### config.mk
export PLATFORM = sky130hd
export DESIGN_NAME = uart_rx_frame
export DESIGN_NICKNAME = d
export VERILOG_FILES = /design/src/rtl/uart_rx_frame.sv
export SDC_FILE = /design/constraint.sdc
export NUM_CORES = 1
export LEC_CHECK = 0
export CAP_MARGIN = 20
export CORE_MARGIN = 4
export CORE_UTILIZATION = 50
export DETAILED_ROUTE_END_ITERATION = 7
export PLACE_DENSITY = 0.73
export SLEW_MARGIN = 25
export SYNTH_ARGS = -nofsm -noshare
export SYNTH_HDL_FRONTEND = slang
export SYNTH_SLANG_ARGS = --single-unit
export TNS_END_PERCENT = 100
### constraint.sdc
create_clock -name CLK_Baudin -period 3.4 [get_ports CLK_Baudin]
set_clock_uncertainty 0.05 [all_clocks]
set_input_delay 0.68 -clock CLK_Baudin [delete_from_list [all_inputs] [get_ports CLK_Baudin]]
set_output_delay 0.68 -clock CLK_Baudin [all_outputs]
set_load 0.01 [all_outputs]
### src/rtl/uart_rx_frame.sv
// Serial frame receiver: start, size data bits LSB first, even parity, then idle/stop; one bit per CLK_Baudin.
// Latency: DoneRx/DataOut update on the edge after the parity sample; Flag_out is combinational in the parity cycle.
// Backpressure: none on the output side; a parity failure raises Flag_out so the transmitter retransmits. Build macro: UART_RX_ERRCNT_EN adds ErrCount.
module uart_rx_frame #(
    parameter int size = 32
) (
    input  logic            CLK_Baudin,
    input  logic            RstTx,
    input  logic            RxSerialData,
    output logic [size-1:0] DataOut,
    output logic            DoneRx,
    output logic            Flag_out,
    output logic            ParityErr
`ifdef UART_RX_ERRCNT_EN
    ,
    output logic [7:0]      ErrCount
`endif
);

    // Counter must hold 0..size-1 without wrapping inside a frame.
    localparam int CW = $clog2(size) + 1;

    typedef enum logic [1:0] {
        S_IDLE      = 2'd0,
        S_DATA      = 2'd1,
        S_PARITY    = 2'd2,
        S_WAIT_HIGH = 2'd3
    } state_t;

    state_t            state_q, state_d;
    logic [CW-1:0]     cnt_q, cnt_d;
    logic [size-1:0]   shift_q, shift_d;
    logic              acc_q, acc_d;
    logic [size-1:0]   data_q, data_d;
    logic              done_q, done_d;
    logic              perr_q, perr_d;
    logic              par_mismatch;
`ifdef UART_RX_ERRCNT_EN
    logic [7:0]        errcnt_q, errcnt_d;
`endif

    // Parity of the received data bits XOR the parity bit currently on the line.
    assign par_mismatch = RxSerialData ^ acc_q;

    // State and datapath registers; reset aborts any frame in progress.
    always_ff @(posedge CLK_Baudin or posedge RstTx) begin
        if (RstTx) begin
            state_q  <= S_IDLE;
            cnt_q    <= '0;
            shift_q  <= '0;
            acc_q    <= 1'b0;
            data_q   <= '0;
            done_q   <= 1'b0;
            perr_q   <= 1'b0;
`ifdef UART_RX_ERRCNT_EN
            errcnt_q <= 8'd0;
`endif
        end else begin
            state_q  <= state_d;
            cnt_q    <= cnt_d;
            shift_q  <= shift_d;
            acc_q    <= acc_d;
            data_q   <= data_d;
            done_q   <= done_d;
            perr_q   <= perr_d;
`ifdef UART_RX_ERRCNT_EN
            errcnt_q <= errcnt_d;
`endif
        end
    end

    // Next-state logic: frame sequencing, shift/parity accumulation and the parity verdict.
    always_comb begin
        state_d  = state_q;
        cnt_d    = cnt_q;
        shift_d  = shift_q;
        acc_d    = acc_q;
        data_d   = data_q;
        done_d   = 1'b0;
        perr_d   = perr_q;
        Flag_out = 1'b0;
`ifdef UART_RX_ERRCNT_EN
        errcnt_d = errcnt_q;
`endif
        unique case (state_q)
            S_IDLE: begin
                // Any low sample counts as a start bit; there is no glitch filtering.
                if (!RxSerialData) begin
                    state_d = S_DATA;
                    cnt_d   = '0;
                    acc_d   = 1'b0;
                end
            end
            S_DATA: begin
                shift_d = {RxSerialData, shift_q[size-1:1]};
                acc_d   = acc_q ^ RxSerialData;
                cnt_d   = cnt_q + CW'(1);
                if (cnt_q == CW'(size - 1)) begin
                    state_d = S_PARITY;
                end
            end
            S_PARITY: begin
                // Flag is live for the whole cycle so the transmitter samples it on this edge.
                Flag_out = par_mismatch;
                if (par_mismatch) begin
                    perr_d = 1'b1;
`ifdef UART_RX_ERRCNT_EN
                    if (errcnt_q != 8'hFF) begin
                        errcnt_d = errcnt_q + 8'd1;
                    end
`endif
                end else begin
                    data_d = shift_q;
                    done_d = 1'b1;
                    perr_d = 1'b0;
                end
                state_d = S_WAIT_HIGH;
            end
            S_WAIT_HIGH: begin
                // The transmitter may hold the parity level before retransmitting; wait for idle.
                if (RxSerialData) begin
                    state_d = S_IDLE;
                end
            end
            default: begin
                state_d = S_IDLE;
            end
        endcase
    end

    assign DataOut   = data_q;
    assign DoneRx    = done_q;
    assign ParityErr = perr_q;
`ifdef UART_RX_ERRCNT_EN
    assign ErrCount  = errcnt_q;
`endif

endmodule
==> metrics.cfg <==
[critical_path]
cp-startpoint=RxSerialData
worst-endpoint-required_ns=2.67
critPathBufInv=2
cp_slowest_cell=clkdlybuf4s50_1
cp-start-kind=primary input
reg2regPathDepth=4
critPathMaxStageDelay_ns=0.60
critPathKind=primary input to output port
endpoint_kind=output port
crit_fanout=11
cpLargestDelayFamily=buffers and inverters
r2r-start=state_q[1]
reg2reg_setup_slack_ns=1.48
r2r_end=shift_q[15]
path_depth=4
crit_end=Flag_out
arrival_ns=2.27
crit_path_frequent_cell=clkdlybuf4s50_1
path_cells=clkdlybuf4s50_1 > xnor2_2 > and2b_1 > clkdlybuf4s50_1

[sta]
hold_viol=0
rsz0062_at_grt=false
fin_crit_sh_pct=88.3
setup_violations=0
setup_tns_ns=0
min_period_ns=3.00
maxSlewHeadroom_pct=53.9
max_freq_mhz=333
timing.final.ws_setup_ns=0.399
worstMarginPinSlew_ns=0.691
final_max_slew_viol_count=0
hold_ws_ns=0.461

[clock_network]
cts_tree=done
htree_num_levels=3
clk_latency_ns=0.33
path_clk_slew_ns=0.07
post_cts_buffers=0
cts_resized=0
postCtsHoldBufs=0
cts_root_buf=clkbuf_8
cts.path.max_buffers=2
numCtsBuffers=9
clkSinkCount=75

[detailed_routing]
ant_nets=0
drt_first_iter_violations=84
wl_per_cell_um=15.0
vias_per_cell=5.14
drt_pass1_iterations=4
drcViolationCount=0
drt_wl_total_um=4900
vias=1680

[power]
p_clk_share_pct=21.0
p_sw_mw=1.13
comb_power_share_pct=39.3
swShare_pct=29.1
power.density_nw_per_um2=1020
p_int_mw=2.75
ir_drop_v=0.000621
leakage_nw=1.80
seq_power_share_pct=39.8

[hold_path]
hold_path_depth=1
hold_path_class=register to register

[synth]
synth.distinct_cells=29
ys_ff_latch=75
synthesis.nets=215
yosys_warnings=0
syn_area_um2=3170
synth_area_per_cell_um2=15.3
netlist_instances=207
seq_area_frac_synth_pct=59.2

[floorplan]
io_pins=38
dieArea_um2=7670
die_h_um=87.6
die_width_um=87.6
core-area_um2=6030
initial_core_util_pct=52.6
fp-row-count=28

[grt]
track_usage_pct=14.7
grt_pass1_vias=1739
grt_overflow=0
grt_max_degree=44
antenna_found_initial=0
grt_pass1_wl_um=8460

[placed_design]
hpwl_um=3200
placed_cell_area_um2=3580
gp_routability_congestion=0.725
place_ws_ns=0.411
port_buffers=37

[layout]
drive_gt1_share_pct=33.7
antenna_cells=0
final_cell_area_um2=3820
synthToLayoutAreaGrowth_pct=20.7
nets=256
fillers=441

[job]
maxCapViolations=0

[outcome]
outcome=finished clean

cells by family after synthesis:
kind of cell,after synthesis,synth area share [%]
AND/OR/NAND/NOR,32,5.53
adder cells (fa/ha/maj),5,1.97
buffers and inverters,15,3.16
XOR/XNOR,1,0.514
flip-flops,75,59.2
multiplexers,67,27.2
AO/OA/AOI/OAI,12,2.41
how the worst min path moves through the flow:
| stage | start | end | slack [ns] |
|---|---|---|---|
| 2_1_floorplan | shift_q[0] | DataOut[0] | 0.43 |
| 3_3_place_gp | ParityErr | ParityErr | 0.43 |
| 3_5_place_dp | DataOut[7] | DataOut[7] | 0.45 |
| 4_1_cts | DataOut[29] | DataOut[29] | 0.46 |
| 5_1_grt | DataOut[7] | DataOut[7] | 0.48 |
| 6_report | DataOut[29] | DataOut[29] | 0.46 |
registers in the layout, indices dropped and copies added (netlist names):
signal and flops:
state_q 2, acc_q 1, DataOut 32, ParityErr 1
DoneRx 1, shift_q 32, cnt_q 6
power groups by stage:
stage	logic [mW]	clock network, mW	registers [mW]
after global placement	1.50	0	1.55
final	1.53	0.815	1.54
after CTS	1.55	0.836	1.55
after detailed placement	1.54	0	1.57
after global routing	1.66	0.879	1.60
after floorplan	1.02	0	1.58
metrics by stage:
stage / instances / utilization [%] / power (mW)
6_report: 327 / 63.5 / 3.88
5_1_grt: 327 / 63.5 / 4.14
3_5_place_dp: 312 / 59.5 / 3.11
2_1_floorplan: 207 / - / 2.60
4_1_cts: 327 / 63.5 / 3.94
3_3_place_gp: 312 / 59.5 / 3.06
worst reg2reg max path: stages, from the launching register on:
cell and delay (ns):
dfrtp_1 0.41, inv_1 0.09, ha_2 0.47, buf_4 0.40, mux2_2 0.38
cells in the final DEF (no fill, tap or decap), drive strengths merged:
| cell | synthesis | routed |
|---|---|---|
| and4 | 1 | 1 |
| ha | 5 | 5 |
| a22o | 1 | 1 |
| a21oi | 3 | 3 |
| and2b | 1 | 1 |
| buf | 9 | 2 |
| mux2i | 2 | 2 |
| inv | 6 | 6 |
| or3 | 1 | 1 |
| nand3 | 5 | 5 |
| nand3b | 3 | 3 |
| clkdlybuf4s50 | 0 | 37 |
| o211ai | 2 | 2 |
| bufinv | 0 | 3 |
| nand4 | 3 | 3 |
| clkbuf | 0 | 11 |
| mux2 | 65 | 65 |
| clkinv | 0 | 1 |
| xnor2 | 1 | 1 |
| a32o | 1 | 1 |
| nand2 | 7 | 7 |
| nor3 | 1 | 1 |
| nor2 | 7 | 7 |
| a21boi | 1 | 1 |
| nand2b | 3 | 3 |
| o21ai | 4 | 4 |
| dfrtp | 75 | 75 |
Yosys cell counts (all sizes together):
| cell type | n | area, um2 |
|---|---|---|
| and4 | 1 | 8.76 |
| a21oi | 3 | 15.0 |
| nand3b | 3 | 22.5 |
| nor3 | 1 | 5.00 |
| mux2i | 2 | 20.0 |
| mux2 | 65 | 841 |
| or3 | 1 | 6.26 |
| inv | 6 | 22.5 |
| and2b | 1 | 7.51 |
| nor2 | 7 | 26.3 |
| nand4 | 3 | 18.8 |
| o211ai | 2 | 15.0 |
| a21boi | 1 | 7.51 |
| o21ai | 4 | 20.0 |
| nand2 | 7 | 36.3 |
| ha | 5 | 62.6 |
| nand2b | 3 | 18.8 |
| a22o | 1 | 8.76 |
| nand3 | 5 | 25.0 |
| dfrtp | 75 | 1880 |
| xnor2 | 1 | 16.3 |
| a32o | 1 | 10.0 |
| buf | 9 | 77.6 |
routing by layer:
metal	GRT usage, %	wire [um]
met4	8.37	111
met3	3.67	230
met2	21.8	2210
met5	0	0
met1	19.6	2360
area by class of cell:
cell class / count / area (um2) / share of cell area [%]
flip-flops and latches: 75 / 1880 / 49.1
repair buffers: 39 / 398 / 10.4
multi-input cells: 117 / 1190 / 31.2
well taps: 75 / 93.8 / 2.45
inverters: 6 / 22.5 / 0.589
clock buffers: 11 / 141 / 3.70
clock inverters: 4 / 98.8 / 2.58
(Power assumes the default switching activity.)
